$ cat src/rtl/load_store_unit.sv
// load_store_unit: MEM-stage RV32I load/store with byte lanes, load extension and exceptions.
module load_store_unit (
  input  logic        clk,
  input  logic        rst,
  input  logic        op_valid,
  input  logic        op_store,
  input  logic [2:0]  op_funct3,
  input  logic [31:0] op_addr,
  input  logic [31:0] op_wdata,
  input  logic [4:0]  op_rd,
  input  logic        flush,
  output logic [69:0] req,
  input  logic [33:0] resp,
  output logic        stall,
  output logic        ld_valid,
  output logic [31:0] ld_data,
  output logic [4:0]  ld_rd,
  output logic        exc_valid,
  output logic [1:0]  exc_cause,
  output logic [31:0] exc_addr
);
  typedef enum logic {IDLE, WAIT} state_t;
  state_t      state_q, state_d;
  logic        squash_q, squash_d;
  logic [4:0]  rd_q, rd_d;
  logic [2:0]  f3_q, f3_d;
  logic [1:0]  off_q, off_d;
  logic        ld_valid_q, ld_valid_d;
  logic [31:0] ld_data_q, ld_data_d;
  logic [4:0]  ld_rd_q, ld_rd_d;
  logic        exc_valid_q, exc_valid_d;
  logic [1:0]  exc_cause_q, exc_cause_d;
  logic [31:0] exc_addr_q, exc_addr_d;
  logic        resp_ready, resp_rvalid;
  logic [31:0] rdata;
  logic        illegal, misal, fault, go;
  logic [3:0]  be;
  logic [31:0] wdata, shifted, ext;
  assign {resp_ready, resp_rvalid, rdata} = resp;
  always_comb begin
    illegal = op_store ? (op_funct3[2] | (&op_funct3[1:0])) : ((&op_funct3[1:0]) | (op_funct3[2] & op_funct3[1]));
    misal   = (op_funct3[1:0] == 2'b01 & op_addr[0]) | (op_funct3[1:0] == 2'b10 & |op_addr[1:0]);
    fault   = illegal | misal;
    go      = rst & (state_q == IDLE) & op_valid & !fault & !flush;
    be      = op_funct3[1] ? 4'b1111 : op_funct3[0] ? 4'b0011 << op_addr[1:0] : 4'b0001 << op_addr[1:0];
    wdata   = op_funct3[1] ? op_wdata : op_funct3[0] ? {2{op_wdata[15:0]}} : {4{op_wdata[7:0]}};
    req     = {go & resp_ready, op_store, op_addr, be, wdata};
    stall   = rst & ((go & (!resp_ready | !op_store)) | (state_q == WAIT & !resp_rvalid));
    shifted = rdata >> {off_q, 3'b000};
    ext     = f3_q[1] ? shifted :
              f3_q[0] ? {{16{shifted[15] & !f3_q[2]}}, shifted[15:0]} :
                        {{24{shifted[7] & !f3_q[2]}}, shifted[7:0]};
    state_d     = state_q;
    squash_d    = squash_q;
    rd_d        = rd_q;
    f3_d        = f3_q;
    off_d       = off_q;
    ld_valid_d  = 1'b0;
    ld_data_d   = ld_data_q;
    ld_rd_d     = ld_rd_q;
    exc_valid_d = 1'b0;
    exc_cause_d = exc_cause_q;
    exc_addr_d  = exc_addr_q;
    if (state_q == IDLE) begin
      if (go & resp_ready & !op_store) begin
        state_d  = WAIT;
        squash_d = 1'b0;
        rd_d     = op_rd;
        f3_d     = op_funct3;
        off_d    = op_addr[1:0];
      end
      if (op_valid & fault & !flush) begin
        exc_valid_d = 1'b1;
        exc_cause_d = illegal ? 2'b11 : op_store ? 2'b10 : 2'b01;
        exc_addr_d  = op_addr;
      end
    end else begin
      squash_d = squash_q | flush;
      if (resp_rvalid) begin
        state_d    = IDLE;
        squash_d   = 1'b0;
        ld_valid_d = !(squash_q | flush);
        ld_data_d  = ext;
        ld_rd_d    = rd_q;
      end
    end
  end
  always_ff @(posedge clk or negedge rst) begin
    if (!rst) begin
      state_q     <= IDLE;
      squash_q    <= 1'b0;
      rd_q        <= '0;
      f3_q        <= '0;
      off_q       <= '0;
      ld_valid_q  <= 1'b0;
      ld_data_q   <= '0;
      ld_rd_q     <= '0;
      exc_valid_q <= 1'b0;
      exc_cause_q <= '0;
      exc_addr_q  <= '0;
    end else begin
      state_q     <= state_d;
      squash_q    <= squash_d;
      rd_q        <= rd_d;
      f3_q        <= f3_d;
      off_q       <= off_d;
      ld_valid_q  <= ld_valid_d;
      ld_data_q   <= ld_data_d;
      ld_rd_q     <= ld_rd_d;
      exc_valid_q <= exc_valid_d;
      exc_cause_q <= exc_cause_d;
      exc_addr_q  <= exc_addr_d;
    end
  end
  assign ld_valid  = ld_valid_q;
  assign ld_data   = ld_data_q;
  assign ld_rd     = ld_rd_q;
  assign exc_valid = exc_valid_q;
  assign exc_cause = exc_cause_q;
  assign exc_addr  = exc_addr_q;
endmodule

$ cat config.mk
export PLATFORM = sky130hd
export DESIGN_NAME = load_store_unit
export DESIGN_NICKNAME = d
export VERILOG_FILES = /design/src/rtl/load_store_unit.sv
export SDC_FILE = /design/constraint.sdc
export NUM_CORES = 1
export LEC_CHECK = 0
export ABC_AREA = 1
export BUFFER_PORTS_ARGS = -buffer_cell sky130_fd_sc_hd__buf_2
export CORE_UTILIZATION = 45
export DETAILED_ROUTE_END_ITERATION = 6
export PLACE_DENSITY = 0.81
export SYNTH_ARGS = -nofsm -noshare
export SYNTH_HDL_FRONTEND = slang
export SYNTH_SLANG_ARGS = --single-unit
$ cat constraint.sdc
create_clock -name clk -period 3.8 [get_ports clk]
set_clock_uncertainty 0.05 [all_clocks]
set_input_delay 0.57 -clock clk [delete_from_list [all_inputs] [get_ports clk]]
set_output_delay 0.57 -clock clk [all_outputs]
set_load 0.01 [all_outputs]
; Word level (Yosys, flattened, before mapping)
; Cells that the tools add are included.
[totals]
regBits = 85
latchBits = 0
ram_bits = 0
rom_bits = 0
output_inout_bits = 144
elab_cells = 72
n_memories = 0
[op_classes]
addsub = 0
mul = 0
div = 0
order_cmp = 0
n_eq_ne = 2
shifts = 3
mux = 19
bitwise = 24
reduce_logical = 13
[ops]
columns = operator, n
row1 = $mux 32, 4
row2 = $shr 32x5->32, 1
row3 = $and 1x1->1, 16
row4 = $mux 1, 11
row5 = $mux 4, 2
row6 = $reduce_and 2->1, 4
row7 = $logic_not 1->1, 7
row8 = $or 1x1->1, 7
row9 = $mux 2, 2
row10 = $shl 1x2->4 const A, 1
row11 = $shl 2x2->4 const A, 1
row12 = $eq 2x1->1 const B, 1
row13 = $eq 2x2->1 const B, 1
row14 = $reduce_bool 2->1, 1
row15 = $reduce_or 2->1, 1
row16 = $not 1->1, 1

; Logic depth before layout (Yosys ltp)
; Gate-level depths: netlist (run 1).
[logic_depth]
word_depth = 11
mapped_depth = 10

; Worst setup path after synthesis (run 1)
; No wires, ideal clock.
[synth_timing]
kind = input to output
start = input port op_funct3[1]
end = output port stall
t_arrival_ps = 1392
path_slack_ps = 1788
path_stages = 8
cell_sequence = buf_4 -> inv_2 -> nand2_1 -> nand2_1 -> nand2_2 -> nor2_4 -> nand2_1 -> a21boi_0
[synth_between]
elab_chain_len = 10
elab_cells_between_ends = 17
classes_between = eq/ne (2) / mux (1) / bitwise (12) / reduce/logical (2)
[synth_lines]
columns = item, line_no
row1 = from (decl), 7  ; input logic [2:0] op_funct3,
row2 = $eq 2x1->1 (tied with other cells), 42  ; misal = (op_funct3[1:0] == 2'b01 & op_addr[0]) | (op_funct3[1:0] == 2'b10 & |op_addr[1:0]);
row3 = $and 1x1->1 / $or 1x1->1 (equally long branches), "42, 41"
row4 = $or 1x1->1 / $mux 1 (equally long branches), "42, 41"
row5 = $or 1x1->1 (*), 43  ; fault = illegal | misal;
row6 = $logic_not 1->1 (*), 44  ; go = rst & (state_q == IDLE) & op_valid & !fault & !flush;
row7 = $and 1x1->1 (*) (2 in a row), 44
row8 = $and 1x1->1 (*), 48  ; stall = rst & ((go & (!resp_ready | !op_store)) | (state_q == WAIT & !resp_rvalid));
row9 = $or 1x1->1 (*), 48
row10 = $and 1x1->1 (*), 48
row11 = to (decl), 14  ; output logic stall,
; Mark *: on every way between the ends. The rest lies on a longest branch, timed or not.

; Worst setup path in the final report (run 1)
; Ends and elaborated chain as after synthesis.

==> results of run 1 <==
placed cells by master (no fill, tap or decap), drive strengths merged:
cell / instances
nand2: 281
clkbuf: 10
a31oi: 7
a21boi: 1
clkinv: 2
nor3b: 1
a21oi: 28
clkinvlp: 1
inv: 44
dfrtp: 85
o211ai: 12
bufinv: 2
buf: 259
nor2: 14
nand4: 11
nand3: 45
or2: 17
o21ai: 28
worst min-delay path by stage:
stage                                   end           startpoint  cells past startpoint  slack [ns]
floorplan           exc_addr[0]$_DFFE_PN0P_                  rst                      0        0.22
global placement        rd_q[0]$_DFFE_PN0P_  rd_q[0]$_DFFE_PN0P_                      2        0.41
detailed placement      f3_q[2]$_DFFE_PN0P_  f3_q[2]$_DFFE_PN0P_                      2        0.41
CTS                      ld_valid$_DFF_PN0_                  rst                      1        0.06
global route           off_q[1]$_DFFE_PN0P_                  rst                      1        0.07
finish                  rd_q[1]$_DFFE_PN0P_                  rst                      1        0.07
cells in the mapped netlist (10+ instances only):
cell type	n	share of area
inv_1	39	0.030
clkbuf_1	12	0.0092
nor2_1	11	0.0084
nand4_1	10	0.013
buf_4	47	0.072
o21ai_0	28	0.029
or2_2	17	0.022
a21oi_1	25	0.026
nand2_1	277	0.21
dfrtp_1	85	0.44
o211ai_1	11	0.017
buf_2	12	0.012
nand3_1	36	0.037
kinds of logic (layout without fill, tap and decap cells):
kind of cell | Yosys count | count (layout) | share of synthesized area
flip-flops | 85 | 85 | 0.435
AO/OA/AOI/OAI | 76 | 76 | 0.0896
buffers and inverters | 123 | 318 | 0.145
AND/OR/NAND/NOR | 369 | 369 | 0.330
layout make-up:
class / count / share of cell area
Multi-Input combinational cell: 445 / 0.339
Tap cell: 136 / 0.0281
Sequential cell: 85 / 0.351
Clock buffer: 10 / 0.0227
Inverter: 44 / 0.0277
Timing Repair Buffer: 259 / 0.217
Clock inverter: 5 / 0.0141
routing by layer:
layer  vias to the layer above  share of wire
met1                      2205           0.42
met2                       227           0.48
met4                         2          0.012
met5                         -        0.00096
met3                        17          0.088
li1                       2408              -
metrics by stage:
step | hold WS [ns] | std cells | area, µm² | setup slack (ns)
after floorplan | 0.224 | 653 | 4890 | 1.79
after detailed placement | 0.409 | 969 | 5830 | 1.15
after global placement | 0.408 | 969 | 5830 | 1.21
final | 0.0653 | 984 | 6050 | 1.13
after global routing | 0.0686 | 984 | 6050 | 0.930
after CTS | 0.0553 | 984 | 6050 | 1.14
worst reg2reg max path: cells and delay by family, from the launching register on:
family / cells / cell delay (ns)
buffers and inverters: 3 / 0.93
AND/OR/NAND/NOR: 3 / 0.62
flip-flops: 1 / 0.41
report_power, final:
group	internal, mW	switching [mW]
sequential	1.10	0.108
clock	0.387	0.321
combinational	0.383	0.567
total	1.87	0.996
flip-flops by register name, summed over array words and instances, names as in the netlist:
| name | flops |
|---|---|
| ld_valid | 1 |
| squash_q | 1 |
| f3_q | 3 |
| exc_valid | 1 |
| ld_rd | 5 |
| state_q | 1 |
| exc_cause | 2 |
| ld_data | 32 |
| exc_addr | 32 |
| rd_q | 5 |
| off_q | 2 |
==> flow_metrics.env, run 1 <==
export IMPL_start_util=0.469
export IMPL_fp_dieArea_um2=11300
export IMPL_syn_cell_area_um2=4890
export IMPL_p_total_mw=2.87
export IMPL_grt_total_usage=0.244
export IMPL_overflow=0
export IMPL_worstSetupEndpoint="stall"
export IMPL_ys_seq_area_frac=0.435
export IMPL_setup_tns_ns=0
export IMPL_hold_viol=0
export IMPL_antenna_cells=0
export IMPL_die_w_um=106
export IMPL_fin_util=0.581
export IMPL_synthCells=653
export IMPL_path_clk_slew_ns=0.08
export IMPL_place_congestion=0.860
export IMPL_cts_sinks=85
export IMPL_cp_top_family="buffers and inverters"
export IMPL_cts_tree="done"
export IMPL_grt_max_degree=66
export IMPL_cts_path_max_buffers=2
export IMPL_cp_num_cells=9
export IMPL_wl_per_cell_um=13.8
export IMPL_power_leakage_nw=3.59
export IMPL_min_period_ns=2.67
export IMPL_drt_iter0_drc=384
export IMPL_cp_arrival_ns=2.05
export IMPL_vdd_ir_drop_max_v=0.000221
export IMPL_worstMarginPinSlew_ns=1.00
export IMPL_drive_gt1_frac=0.374
export IMPL_gr_max_usage_layer="met2"
export IMPL_cts_resized_gates=0
export IMPL_gr_usage_met1=0.318
export IMPL_yosys_warnings=0
export IMPL_worstSetupStartpoint="op_funct3[1]"
export IMPL_maxSlewViolCount=0
export IMPL_grt_use_met3=0.0662
export IMPL_power_density_nw_per_um2=474
export IMPL_wirelength_um=13600
export IMPL_grt_pass1_vias=4370
export IMPL_worst_path_buf_inv=3
export IMPL_core_um2=10400
export IMPL_ys_async_sr_fraction=1.00
export IMPL_post_route_drc_count=0
export IMPL_setup_violations=0
export IMPL_cts_made_buffers=9
export IMPL_hold_buffers=0
export IMPL_reg2reg_depth=6
export IMPL_crit_path_start_kind="input port"
export IMPL_num_rows=37
export IMPL_drt_first_pass_iters=5
export IMPL_vias=4859
export IMPL_max_slew_margin=0.330
export IMPL_port_buffers=254
export IMPL_ant_nets=0
export IMPL_outcome="complete, no violations"
export IMPL_synth_nets=764
export IMPL_cts_root_buf="clkbuf_8"
export IMPL_crit_path_end_kind="primary output"
export IMPL_ys_types=29
export IMPL_synth_main_ff_cell="dfrtp_1"
export IMPL_worst_ep_required_time_ns=3.18
export IMPL_avgViaCountPerCell=4.94
export IMPL_crit_type="in -> out"
export IMPL_seq_area_um2=2130
export IMPL_clock_latency_ns=0.33
export IMPL_cts_max_level=3
export IMPL_synth_enable_flop_cells=0
export IMPL_critPathMostFrequentCell="nand2_1"
export IMPL_critPathMaxStageDelay_ns=0.31
export IMPL_nets=955
export IMPL_r2r_end="ld_data[23]$_DFFE_PN0P_"
export IMPL_die_height_um=106
export IMPL_postSynthAreaPerCell_um2=7.49
export IMPL_max_cap_violations=0
export IMPL_postCtsSetupRepairBufs=0
export IMPL_hold_path_class="in -> async"
export IMPL_multi_input_area_um2=2050
export IMPL_path_cells="buf_2 > inv_2 > nand2_1 > nand2_1 > nand2_2 > nor2_4 > nand2_1 > a21boi_0 > buf_2"
export IMPL_fmax_mhz=375
export IMPL_grt_pass1_wl_um=21800
export IMPL_rsz0062_at_grt="no"
export IMPL_areaGrowthSynthToFinish_pct=23.8
export IMPL_nFillCells=997
export IMPL_pin_count=255
export IMPL_reg2reg_from="state_q$_DFF_PN0_"
export IMPL_antenna_found_initial=1
export IMPL_period_share=0.702
export IMPL_hpwlAfterDp_um=10300
export IMPL_crit_fanout=29
export IMPL_r2r_slack_ns=1.70
export IMPL_crit_path_top_delay_cell="inv_2"
export IMPL_ys_seq_elements=85
export IMPL_met2_usage=0.404
(Power assumes the default switching activity.)
==> run 2: changes to the inputs <==
- clock period: 3.8 -> 2.7 ns (I/O delays scaled with it)
==> run 2 against run 1 <==
Compared with the run above:
- first-iteration DRC count shrank 12%
- critical path type is now reg -> out
- die area is the same
- hold slack gained 0.0079 ns
- setup slack lost 0.65 ns
- count of clock-buffer cells in the layout grew 1
==> flow_metrics.env, run 2 (same netlist as run 1, synthesis figures left out) <==
export IMPL_outcome="complete, no violations"
export IMPL_cts_tree="done"
export IMPL_worstMarginPinSlew_ns=0.840
export IMPL_cts_root_buf="clkbuf_8"
export IMPL_setup_violations=0
export IMPL_internal_power_mw=2.55
export IMPL_num_rows=37
export IMPL_port_buffers=254
export IMPL_nFillCells=1015
export IMPL_min_period_ns=2.22
export IMPL_cts_sinks=85
export IMPL_power_density_nw_per_um2=654
export IMPL_clkPwrFrac=0.233
export IMPL_wl_per_cell_um=13.8
export IMPL_cts_made_buffers=9
export IMPL_setup_tns_ns=0
export IMPL_place_congestion=0.872
export IMPL_crit_type="reg -> out"
export IMPL_hpwlAfterDp_um=10500
export IMPL_pwr_share_comb=0.338
export IMPL_net_switching_power_mw=1.42
export IMPL_hold_buffers=0
export IMPL_drt_first_pass_iters=5
export IMPL_final_cell_mix="nand2_1, buf_2, dfrtp_1"
export IMPL_worst_ep_required_time_ns=2.25
export IMPL_ant_nets=0
export IMPL_cp_arrival_ns=1.77
export IMPL_dp_cells=974
export IMPL_core_um2=10400
export IMPL_clock_latency_ns=0.34
export IMPL_max_cap_violations=0
export IMPL_vdd_ir_drop_max_v=0.000288
export IMPL_avgViaCountPerCell=4.94
export IMPL_fin_util=0.583
export IMPL_path_clk_slew_ns=0.09
export IMPL_stdcell_count=990
export IMPL_maxSlewViolCount=0
export IMPL_areaGrowthSynthToFinish_pct=24.1
export IMPL_wirelength_um=13700
export IMPL_die_height_um=106
export IMPL_vias=4888
export IMPL_drt_iter0_drc=338
export IMPL_crit_path_end_kind="primary output"
export IMPL_grt_max_degree=53
export IMPL_multi_input_area_um2=2050
export IMPL_postCtsSetupRepairBufs=0
export IMPL_overflow=0
export IMPL_post_route_drc_count=0
export IMPL_hold_path_class="in -> async"
export IMPL_fp_dieArea_um2=11300
export IMPL_grt_pass1_wl_um=22100
export IMPL_hold_viol=0
export IMPL_cts_resized_gates=0
export IMPL_cts_path_max_buffers=2
export IMPL_switching_share=0.358
export IMPL_fmax_mhz=450
export IMPL_antenna_found_initial=2
export IMPL_grt_pass1_vias=4455
export IMPL_rsz0062_at_grt="no"
export IMPL_crit_path_start_kind="flop"
export IMPL_drive_gt1_frac=0.377
export IMPL_die_w_um=106
export IMPL_start_util=0.469
export IMPL_p_total_mw=3.97
export IMPL_seq_power_share=0.429
export IMPL_power_leakage_nw=3.60
export IMPL_cts_max_level=3
export IMPL_mostFrequentLayoutCell="nand2_1"
export IMPL_antenna_cells=0
export IMPL_max_slew_margin=0.438
export IMPL_seq_area_um2=2130
export IMPL_pin_count=255
export IMPL_crit_fanout=12
export IMPL_holdWs_ns=0.0732
export IMPL_nets=960
export IMPL_grt_total_usage=0.247
export IMPL_period_share=0.823
## run 2: per-stage QoR
step                area [µm²]  setup WS (ns)
finish                    6070          0.479
global route              6070          0.329
CTS                       6070          0.458
detailed placement        5870          0.561
global placement          5870          0.639
floorplan                 4890           1.02
## run 2: power groups by stage
| stage | Combinational, mW | Sequential [mW] | Clock [mW] |
|---|---|---|---|
| 2_1_floorplan | 0.725 | 1.83 | 0 |
| 3_3_place_gp | 1.32 | 1.72 | 0 |
| 3_5_place_dp | 1.35 | 1.72 | 0 |
| 4_1_cts | 1.35 | 1.70 | 0.949 |
| 5_1_grt | 1.50 | 1.74 | 1.00 |
| 6_report | 1.34 | 1.70 | 0.923 |
## run 2: metal layers
metal / track usage / wire length, µm / part of all wire / vias to the layer above
met5: 0 / 10 / 0.00073 / -
met4: 0.0704 / 182 / 0.013 / 2
li1: - / - / - / 2407
met2: 0.399 / 6560 / 0.48 / 218
met1: 0.326 / 5800 / 0.42 / 2243
met3: 0.0625 / 1130 / 0.083 / 18
## run 2: worst paths after layout
path                       slack (ns)                 start  depth (start not counted)                       end
setup reg to reg                 0.70  off_q[1]$_DFFE_PN0P_                          6   ld_data[31]$_DFFE_PN0P_
min in group clk                 0.21            op_addr[4]                          3   exc_addr[4]$_DFFE_PN0P_
max in group asynchronous        1.99                   rst                          2   ld_data[14]$_DFFE_PN0P_
hold / removal                   0.07                   rst                          2  exc_addr[17]$_DFFE_PN0P_
hold reg to reg                  0.43   rd_q[0]$_DFFE_PN0P_                          2      ld_rd[0]$_DFFE_PN0P_
setup / recovery                 0.48     state_q$_DFF_PN0_                          8                     stall
## run 2: cell type report
cell class	instances	share of cell area
sequential	85	0.351
clock buffer	11	0.0233
multi-input combinational	445	0.338
timing repair buffer	264	0.222
inverter	44	0.0276
clock inverter	5	0.00990
tap	136	0.0280
## run 2: worst max-delay path, stage by stage, from the launching register on
cell and delay [ns]:
dfrtp_1 0.41, inv_2 0.06, nand2_1 0.04, nor2_1 0.14, nand2_1 0.12, nor2_4 0.26
nand2_1 0.08, a21boi_0 0.16, buf_2 0.16
